## config.mk

```make
export PLATFORM = sky130hd
export DESIGN_NAME = dmem_hs_flat
export DESIGN_NICKNAME = d
export VERILOG_FILES = /design/src/rtl/dmem_pkg.sv /design/src/rtl/dmem_hs_if.sv /design/src/rtl/dmem_lane_align.sv /design/src/rtl/dmem_hs.sv /design/src/flat_wrapper.sv
export SDC_FILE = /design/constraint.sdc
export NUM_CORES = 2
export LEC_CHECK = 0
export CAP_MARGIN = 20
export CORE_UTILIZATION = 35
export CTS_CLUSTER_DIAMETER = 100
export DETAILED_ROUTE_END_ITERATION = 12
export GPL_TIMING_DRIVEN = 0
export HOLD_SLACK_MARGIN = 0.06
export PLACE_DENSITY = 0.55
export REMOVE_ABC_BUFFERS = 1
export SYNTH_ARGS = -nofsm -noshare
export SYNTH_HDL_FRONTEND = slang
export SYNTH_SLANG_ARGS = --single-unit
```

## constraint.sdc

```tcl
create_clock -name clk -period 47.2 [get_ports clk]
set_input_delay 4.72 -clock clk [delete_from_list [all_inputs] [get_ports clk]]
set_output_delay 4.72 -clock clk [all_outputs]
set_load 0.01 [all_outputs]
```

## src/rtl/dmem_pkg.sv

```systemverilog
// Shared types and constants for the handshaked MIPS data memory.
// Used by dmem_hs, dmem_lane_align and the bench.
package dmem_pkg;

    typedef enum logic [1:0] {
        SZ_BYTE = 2'd0,
        SZ_HALF = 2'd1,
        SZ_WORD = 2'd2
    } size_e;

    typedef enum logic [1:0] {
        IDLE,
        RWAIT,
        RESP
    } state_e;

    localparam logic [31:0] INIT_W0 = 32'd126;
    localparam logic [31:0] INIT_W1 = 32'd127;

endpackage

```

## src/rtl/dmem_hs_if.sv

```systemverilog
// Request/response bus between the MEM stage and dmem_hs.
// The master issues requests; the slave is the memory.
interface dmem_hs_if #(
    parameter int ADDR_WIDTH = 8,
    parameter int DATA_WIDTH = 32
);

    logic                  req_valid;
    logic                  req_ready;
    logic                  req_write;
    logic [1:0]            req_size;
    logic                  req_signed;
    logic [ADDR_WIDTH-1:0] req_addr;
    logic [DATA_WIDTH-1:0] req_wdata;
    logic                  rsp_valid;
    logic [DATA_WIDTH-1:0] rsp_rdata;
    logic                  rsp_err;

    modport master (
        output req_valid, req_write, req_size,
        output req_signed, req_addr, req_wdata,
        input  req_ready, rsp_valid, rsp_rdata, rsp_err
    );

    modport slave (
        input  req_valid, req_write, req_size,
        input  req_signed, req_addr, req_wdata,
        output req_ready, rsp_valid, rsp_rdata, rsp_err
    );

endinterface

```

## src/rtl/dmem_lane_align.sv

```systemverilog
// Byte-lane steering for dmem_hs: store enables/replicated data,
// load extraction with extension, and the misalignment flag.
module dmem_lane_align
    import dmem_pkg::*;
(
    input  logic [1:0]  wsize,
    input  logic [1:0]  wlane,
    input  logic [31:0] wdata,
    output logic [3:0]  be,
    output logic [31:0] wshift,
    output logic        bad,
    input  logic [1:0]  rsize,
    input  logic [1:0]  rlane,
    input  logic        rsigned,
    input  logic [31:0] rword,
    output logic [31:0] rdata
);

    logic [7:0]  rbyte;
    logic [15:0] rhalf;

    always_comb begin
        be     = 4'b0000;
        wshift = wdata;
        bad    = 1'b0;
        case (size_e'(wsize))
            SZ_BYTE: begin
                be     = 4'b0001 << wlane;
                wshift = {4{wdata[7:0]}};
            end
            SZ_HALF: begin
                be     = wlane[1] ? 4'b1100 : 4'b0011;
                wshift = {2{wdata[15:0]}};
                bad    = wlane[0];
            end
            SZ_WORD: begin
                be  = 4'b1111;
                bad = |wlane;
            end
            default: bad = 1'b1;
        endcase
    end

    always_comb begin
        rbyte = rword[{rlane, 3'b000} +: 8];
        rhalf = rlane[1] ? rword[31:16] : rword[15:0];
        case (size_e'(rsize))
            SZ_BYTE: rdata = {{24{rsigned & rbyte[7]}}, rbyte};
            SZ_HALF: rdata = {{16{rsigned & rhalf[15]}}, rhalf};
            default: rdata = rword;
        endcase
    end

endmodule

```

## src/rtl/dmem_hs.sv

```systemverilog
// Handshaked MEM-stage data memory with board set port.
// Define DMEM_OOR_ERR_EN to reject addresses beyond DEPTH words.
module dmem_hs
    import dmem_pkg::*;
#(
    parameter int DATA_WIDTH    = 32,
    parameter int DEPTH         = 16,
    parameter int ADDR_WIDTH    = 8,
    parameter int READ_LATENCY  = 1,
    parameter int SET_VAL_WIDTH = 3,
    localparam int IW = $clog2(DEPTH)
) (
    input  logic                     clk,
    input  logic                     rst,
    dmem_hs_if.slave                 bus,
    input  logic                     set_en,
    input  logic [IW-1:0]            set_idx,
    input  logic [SET_VAL_WIDTH-1:0] set_val,
    output logic                     set_ack
);

    state_e                state;
    logic [1:0]            cnt;
    logic [DATA_WIDTH-1:0] mem [DEPTH];

    logic [IW-1:0] ldIdx;
    logic [1:0]    ldLane;
    logic [1:0]    ldSize;
    logic          ldSigned;

    logic [IW-1:0]         reqIdx;
    logic [1:0]            reqLane;
    logic [ADDR_WIDTH-1:0] hiBits;
    logic                  accept;
    logic                  misalign;
    logic                  oor;
    logic                  reqBad;

    logic [IW-1:0]         rIdx;
    logic [1:0]            rLane;
    logic [1:0]            rSize;
    logic                  rSigned;
    logic [3:0]            be;
    logic [DATA_WIDTH-1:0] wshift;
    logic [DATA_WIDTH-1:0] ext;

    assign reqIdx  = bus.req_addr[2 +: IW];
    assign reqLane = bus.req_addr[1:0];
    assign hiBits  = bus.req_addr >> (IW + 2);

`ifdef DMEM_OOR_ERR_EN
    assign oor = |hiBits;
`else
    logic unusedHi;
    assign unusedHi = |hiBits;
    assign oor      = 1'b0;
`endif

    assign bus.req_ready = (state == IDLE);
    assign accept        = bus.req_valid & bus.req_ready;
    assign reqBad        = misalign | oor;

    // Latency-1 loads read on the accept edge, so use the live request.
    assign rIdx    = (state == IDLE) ? reqIdx         : ldIdx;
    assign rLane   = (state == IDLE) ? reqLane        : ldLane;
    assign rSize   = (state == IDLE) ? bus.req_size   : ldSize;
    assign rSigned = (state == IDLE) ? bus.req_signed : ldSigned;

    assign set_ack = set_en & ~rst & (state == IDLE) & ~bus.req_valid;

    dmem_lane_align u_align (
        .wsize   (bus.req_size),
        .wlane   (reqLane),
        .wdata   (bus.req_wdata),
        .be      (be),
        .wshift  (wshift),
        .bad     (misalign),
        .rsize   (rSize),
        .rlane   (rLane),
        .rsigned (rSigned),
        .rword   (mem[rIdx]),
        .rdata   (ext)
    );

    always_ff @(posedge clk or posedge rst) begin
        if (rst) begin
            state         <= IDLE;
            cnt           <= '0;
            ldIdx         <= '0;
            ldLane        <= '0;
            ldSize        <= '0;
            ldSigned      <= 1'b0;
            bus.rsp_valid <= 1'b0;
            bus.rsp_err   <= 1'b0;
            bus.rsp_rdata <= '0;
            for (int i = 0; i < DEPTH; i++) begin
                mem[i] <= '0;
            end
            mem[0] <= INIT_W0;
            mem[1] <= INIT_W1;
        end else begin
            bus.rsp_valid <= 1'b0;
            unique case (state)
                IDLE: begin
                    if (accept) begin
                        ldIdx         <= reqIdx;
                        ldLane        <= reqLane;
                        ldSize        <= bus.req_size;
                        ldSigned      <= bus.req_signed;
                        state         <= RESP;
                        bus.rsp_valid <= 1'b1;
                        bus.rsp_err   <= 1'b0;
                        bus.rsp_rdata <= '0;
                        if (reqBad) begin
                            bus.rsp_err <= 1'b1;
                        end else if (bus.req_write) begin
                            for (int i = 0; i < 4; i++) begin
                                if (be[i]) begin
                                    mem[reqIdx][8*i +: 8] <= wshift[8*i +: 8];
                                end
                            end
                        end else if (READ_LATENCY == 1) begin
                            bus.rsp_rdata <= ext;
                        end else begin
                            state         <= RWAIT;
                            bus.rsp_valid <= 1'b0;
                            cnt           <= 2'(READ_LATENCY - 1);
                        end
                    end else if (set_en) begin
                        mem[set_idx] <= DATA_WIDTH'(set_val);
                    end
                end
                RWAIT: begin
                    if (cnt == 2'd1) begin
                        state         <= RESP;
                        bus.rsp_valid <= 1'b1;
                        bus.rsp_rdata <= ext;
                    end else begin
                        cnt <= cnt - 2'd1;
                    end
                end
                RESP: state <= IDLE;
                default: state <= IDLE;
            endcase
        end
    end

endmodule

```

## src/flat_wrapper.sv

```systemverilog
// flat-port wrapper written by rule: the top's interface ports become plain ports
module dmem_hs_flat import dmem_pkg::*;
#(
    parameter int DATA_WIDTH    = 32,
    parameter int DEPTH         = 16,
    parameter int ADDR_WIDTH    = 8,
    parameter int READ_LATENCY  = 1,
    parameter int SET_VAL_WIDTH = 3,
    localparam int IW = $clog2(DEPTH)
)
  (clk, rst, set_en, set_idx, set_val, set_ack, bus_req_valid, bus_req_write, bus_req_size, bus_req_signed, bus_req_addr, bus_req_wdata, bus_req_ready, bus_rsp_valid, bus_rsp_rdata, bus_rsp_err);
  dmem_hs_if #(.ADDR_WIDTH(ADDR_WIDTH), .DATA_WIDTH(DATA_WIDTH)) bus_i ();
  input  logic clk;
  input  logic rst;
  input  logic set_en;
  input  logic [IW-1:0] set_idx;
  input  logic [SET_VAL_WIDTH-1:0] set_val;
  output logic set_ack;
  input wire logic [$bits(bus_i.req_valid)-1:0] bus_req_valid;
  input wire logic [$bits(bus_i.req_write)-1:0] bus_req_write;
  input wire logic [$bits(bus_i.req_size)-1:0] bus_req_size;
  input wire logic [$bits(bus_i.req_signed)-1:0] bus_req_signed;
  input wire logic [$bits(bus_i.req_addr)-1:0] bus_req_addr;
  input wire logic [$bits(bus_i.req_wdata)-1:0] bus_req_wdata;
  output wire logic [$bits(bus_i.req_ready)-1:0] bus_req_ready;
  output wire logic [$bits(bus_i.rsp_valid)-1:0] bus_rsp_valid;
  output wire logic [$bits(bus_i.rsp_rdata)-1:0] bus_rsp_rdata;
  output wire logic [$bits(bus_i.rsp_err)-1:0] bus_rsp_err;
  assign bus_i.req_valid = bus_req_valid;
  assign bus_i.req_write = bus_req_write;
  assign bus_i.req_size = bus_req_size;
  assign bus_i.req_signed = bus_req_signed;
  assign bus_i.req_addr = bus_req_addr;
  assign bus_i.req_wdata = bus_req_wdata;
  assign bus_req_ready = bus_i.req_ready;
  assign bus_rsp_valid = bus_i.rsp_valid;
  assign bus_rsp_rdata = bus_i.rsp_rdata;
  assign bus_rsp_err = bus_i.rsp_err;
  dmem_hs #(.DATA_WIDTH(DATA_WIDTH), .DEPTH(DEPTH), .ADDR_WIDTH(ADDR_WIDTH), .READ_LATENCY(READ_LATENCY), .SET_VAL_WIDTH(SET_VAL_WIDTH)) u_core (.clk(clk), .rst(rst), .bus(bus_i), .set_en(set_en), .set_idx(set_idx), .set_val(set_val), .set_ack(set_ack));
endmodule
```

==> After elaboration in Yosys (flattened, before gate mapping) <==
Index checks and enable logic that the tools add are counted.
{ "totals": {"register_bits": 559, "input_bits": 55, "output_inout_bits": 36} }
{ "op_classes": {"addsub": 1, "order_cmp": 5, "eq_ne": 9, "n_shift": 2, "n_mux": 60, "bitwise": 12, "n_reduce_logical": 13} }
{ "ops": {"columns": ["cell", "count"], "rows": [
  ["two-way mux 512 bit", 20],
  ["bitwise mux 512 bit", 5],
  ["demux 32 bit (select 4 bit)", 5],
  ["two-way mux 32 bit", 8],
  ["one-hot mux 32 bit (2 select lines)", 3],
  ["binary-select mux 32 bit (select 4 bit)", 1],
  ["two-way mux 16 bit", 2],
  ["indexed part select 32 x 6 -> 8 bit", 1],
  ["two-way mux 24 bit", 1],
  ["greater-or-equal comparator 5 bit (second input constant)", 3],
  ["NOT 4 -> 5 bit", 3],
  ["one-hot mux 4 bit (3 select lines)", 1],
  ["less-than comparator 5 x 1 -> 1 bit (second input constant)", 2],
  ["equality test 2 x 1 -> 1 bit (second input constant)", 4],
  ["two-way mux 2 bit", 4],
  ["two-way mux 4 bit", 2],
  ["two-way mux 8 bit", 1],
  ["bitwise AND 1 bit", 6],
  ["zero test 2 bit", 3],
  ["inequality test 2 bit (second input constant)", 3],
  ["AND reduction 2 bit", 3],
  ["two-way mux 1 bit", 4],
  ["one-hot mux 2 bit (2 select lines)", 1],
  ["AND reduction 4 bit", 1],
  ["11 further kinds", 15]
]} }

==> Logic depth before layout (Yosys ltp) <==
{ "logic_depth": {"depth_word": 28, "mapped_depth": 14} }

==> Hierarchy <==
A second synthesis with hierarchy kept.
{ "hier_totals": {"cells_unflattened": 2665, "area_unflattened_um2": 29450.7} }
{ "by_module_without_submodules": {"columns": ["mod", "n_inst", "cells_each", "area_each_um2"], "rows": [
  ["dmem_hs", 1, 2498, 28217.1],
  ["dmem_lane_align", 1, 167, 1233.7]
]} }

==> Least setup slack after synthesis <==
No wires, ideal clock.
{ "synth_timing": {"kind": "input port to output port", "start": "in bus_req_valid", "end": "out set_ack", "arrival_ps": 5204, "t_required_ps": 42480, "slack_ps": 37276, "cell_stages": 1, "path_buffers": 0, "cell_sequence": "nor4b_1"} }
{ "synth_via": {"elab_chain_len": 2} }
{ "synth_rtl": {"columns": ["item", "line_no", "rtl"], "rows": [
  ["from (decl)", "flat_wrapper.sv:19", "input wire logic [$bits(bus_i.req_valid)-1:0] bus_req_valid;"],
  ["NOT 1 bit", "dmem_hs.sv:69", "assign set_ack = set_en & ~rst & (state == IDLE) & ~bus.req_valid;"],
  ["bitwise AND 1 bit", "dmem_hs.sv:69", null],
  ["to (decl)", "flat_wrapper.sv:18", "output logic set_ack;"]
]} }
No other way between the ends.

==> Worst setup path after layout <==
Ends and elaborated chain as after synthesis.

==> flow_summary.toml <==
[cells_and_area]
design_area_um2 = 30800
final.fill_count = 6881
nets = 2440
area_delta_synth_final_pct = 17.2
drive_gt1_share_pct = 14.1
layoutNonFillerInstCount = 3404

[routing]
wl_per_cell_um = 30.0
num_vias = 21800
antenna_left = 0
wl_um = 102000
first_pass_iters = 7
drc = 0
vias_per_cell = 6.42
drtIter0Drc = 2911

[clock_tree]
cts_hold_buf = 0
clk_pin_slew_ns = 0.06
htree_levels = 2
clk_latency_ns = 0.65
cts_buffers = 60
cts_setup_buffers = 0
cts_resized = 0
cts_sinks = 556
cts_tree = "done"
cts-root-buf = "clkbuf_16"
clockBufferDepth = 3

[critical_path]
critPathTopFamily = "buffers and inverters"
startpoint = "bus_req_valid"
reg2reg_to = "u_core.mem[386]"
rrSetupSlack_ns = 41.22
crit_type = "in2out"
critPathRequiredTime_ns = 42.48
cp-end-kind = "output port"
cp-start-kind = "primary input"
critical_path_cell_count = 3
path_buf_inv = 2
slowest_stage = "clkdlybuf4s50_1"
ff2ff_path_depth = 8
crit_chain = "clkdlybuf4s50_1, nor4b_1, clkdlybuf4s50_1"
worst-path-max-fanout = 4
r2r_start = "u_core.state[1]"
crit_path_frequent_cell = "clkdlybuf4s50_1"
cp.arrival_ns = 6.16
critPathMaxStageDelay_ns = 0.60

[sta]
timing.fmax_ghz = 0.0919
worst_pin_slew_ns = 1.44
period_needed_ns = 10.88
setup_viol = 0
relSlewSlack_pct = 2.84
maxSlewViolCount = 0
timing.setup.tns_ns = 0
rsz0062_at_grt = "false"
finalCritPeriodShare_pct = 23.1
layout_setup_ws_ns = 36.32
skew_ns = 0.0154
hold_viol = 0

[placed_design]
io_buffers = 88
place_congestion = 0.941
dp_hpwl_um = 68200
dpl.cell_count = 3289
preCtsSetupSlack_ns = 36.31
place_area_um2 = 28800

[floorplan]
core_um2 = 74400
io_pins = 91
num_rows = 100
die_area_um2 = 76200
start_util_pct = 35.3
fp.dieH_um = 276
die_w_um = 276

[grt]
antenna_found_initial = 2
first_global_vias = 21700
grt_max_degree = 134
grt_use_total_pct = 26.5
grt_overflow_total = 0
grt_first_pass_wirelength_um = 150000

[synthesis]
syn_area_um2 = 26300
yosys_warnings = 0
synth_top_flop_cell = "dfrtp_1"
synth_edf_count = 0
synthArstFlopShare_pct = 100
syn_avg_cell_area_um2 = 11.2
synth_cell_types = 56
ys_seq_elements = 556
yosysSeqAreaShare_pct = 53.0
syn_inst = 2345

[worst_hold_path]
hold_depth = 2
hold_start = "u_core.mem[484]"
hold_end = "u_core.mem[484]"
holdCritPathClass = "reg2reg"

[power]
p_leak_uw = 0.0132
total_power_uw = 1200
power.density_nw_per_um2 = 38.8
vdd_drop_max_mv = 0.0277

[flow_run]
drv_cap = 0

[run_status]
outcome = "complete, no violations"
==> synthesized netlist by cell type (15+ instances only) <==
cell type	number	area share, %
a21oi_1	59	1.1
a22o_1	363	12
a22oi_1	18	0.51
and3_1	24	0.57
buf_2	15	0.29
clkbuf_1	131	1.9
dfrtp_1	543	52
mux2_2	42	1.8
mux2i_1	59	2.2
mux4_2	89	7.6
nand2_1	406	5.8
nand3_1	39	0.74
nor2_1	124	1.8
o21ai_0	99	1.9
o21ai_1	40	0.76
o31ai_1	75	2.1
==> cell families after synthesis <==
logic type,count (synthesis),synth area share [%]
AOI/OAI and AO/OA,764,21.9
buffers and inverters,178,2.96
DFF,556,53.0
muxes,193,11.8
and+or+nand+nor,654,10.3
==> worst min-delay path: cells and delay by family, from the launching register on <==
family	cells	cell delay, ns
compound gates	1	0.05
flops	1	0.37
simple gates	1	0.04
==> how the worst max path moves through the flow <==
stage / end / slack (ns)
finish: set_ack / 36.32
global route: set_ack / 36.26
CTS: set_ack / 36.29
detailed placement: set_ack / 36.31
global placement: u_core.mem[154] / 20.94
floorplan: u_core.bus.rsp_err / 26.95
==> metrics by stage <==
step / hold slack, ns / utilization [%]
CTS: 0.464 / 41.3
global route: 0.475 / 41.4
floorplan: 0.440 / -
finish: 0.462 / 41.4
detailed placement: 0.455 / 38.7
global placement: 0.456 / 37.1
==> layout by cell type, fill, tap and decap left out, types with 9 or more instances in the layout <==
| cell | instances |
|---|---|
| clkbuf_16 | 60 |
| nand2_1 | 406 |
| a222oi_1 | 12 |
| nand3_1 | 39 |
| a31oi_1 | 14 |
| nor2_1 | 109 |
| clkbuf_1 | 19 |
| dfstp_2 | 13 |
| dfrtp_1 | 542 |
| mux2i_1 | 55 |
| o21ai_0 | 98 |
| clkbuf_8 | 17 |
| a32o_1 | 14 |
| a22oi_1 | 18 |
| clkdlybuf4s50_1 | 88 |
| o21ai_1 | 38 |
| mux4_2 | 89 |
| a32oi_1 | 12 |
| and3_1 | 24 |
| buf_4 | 12 |
| mux2_2 | 41 |
| buf_6 | 14 |
| a22o_1 | 363 |
| o31ai_1 | 75 |
| or2_2 | 12 |
| buf_16 | 16 |
| a21oi_1 | 58 |
| o22ai_1 | 13 |
| buf_8 | 9 |
| o221ai_1 | 10 |
==> cell type report <==
class	count	area (um^2)	share of cell area, %
Multi-Input combinational cell	1611	11800	38.3
Tap cell	969	1210	3.94
Clock buffer	96	1810	5.86
Inverter	7	33.8	0.110
Timing Repair Buffer	149	1860	6.03
Sequential cell	556	13900	45.2
Antenna cell	2	5.00	0.0162
Clock inverter	14	165	0.536
==> report_power, final <==
| group | leakage [uW] | internal (uW) | switching, uW |
|---|---|---|---|
| combinational | 0.00461 | 71.0 | 115 |
| sequential | 0.00761 | 509 | 20.4 |
| clock | 0.000966 | 277 | 204 |
==> metal layers <==
metal / routed length (um) / vias up / track usage, %
met3: 11100 / 301 / 7.85
met2: 44000 / 1313 / 39.1
li1: - / 8936 / -
met5: 13 / - / 0
met1: 41700 / 11300 / 35.8
met4: 5200 / 2 / 12.1
==> flip-flops by register name (all words and copies together), names as in the netlist <==
signal,cells
u_core.bus.rsp_err,1
u_core.bus.rsp_rdata,32
u_core.bus.rsp_valid,1
u_core.ldIdx,4
u_core.ldLane,2
u_core.ldSigned,1
u_core.ldSize,2
u_core.mem,512
u_core.state,1
Note: power is estimated with default switching activity, not from simulation.
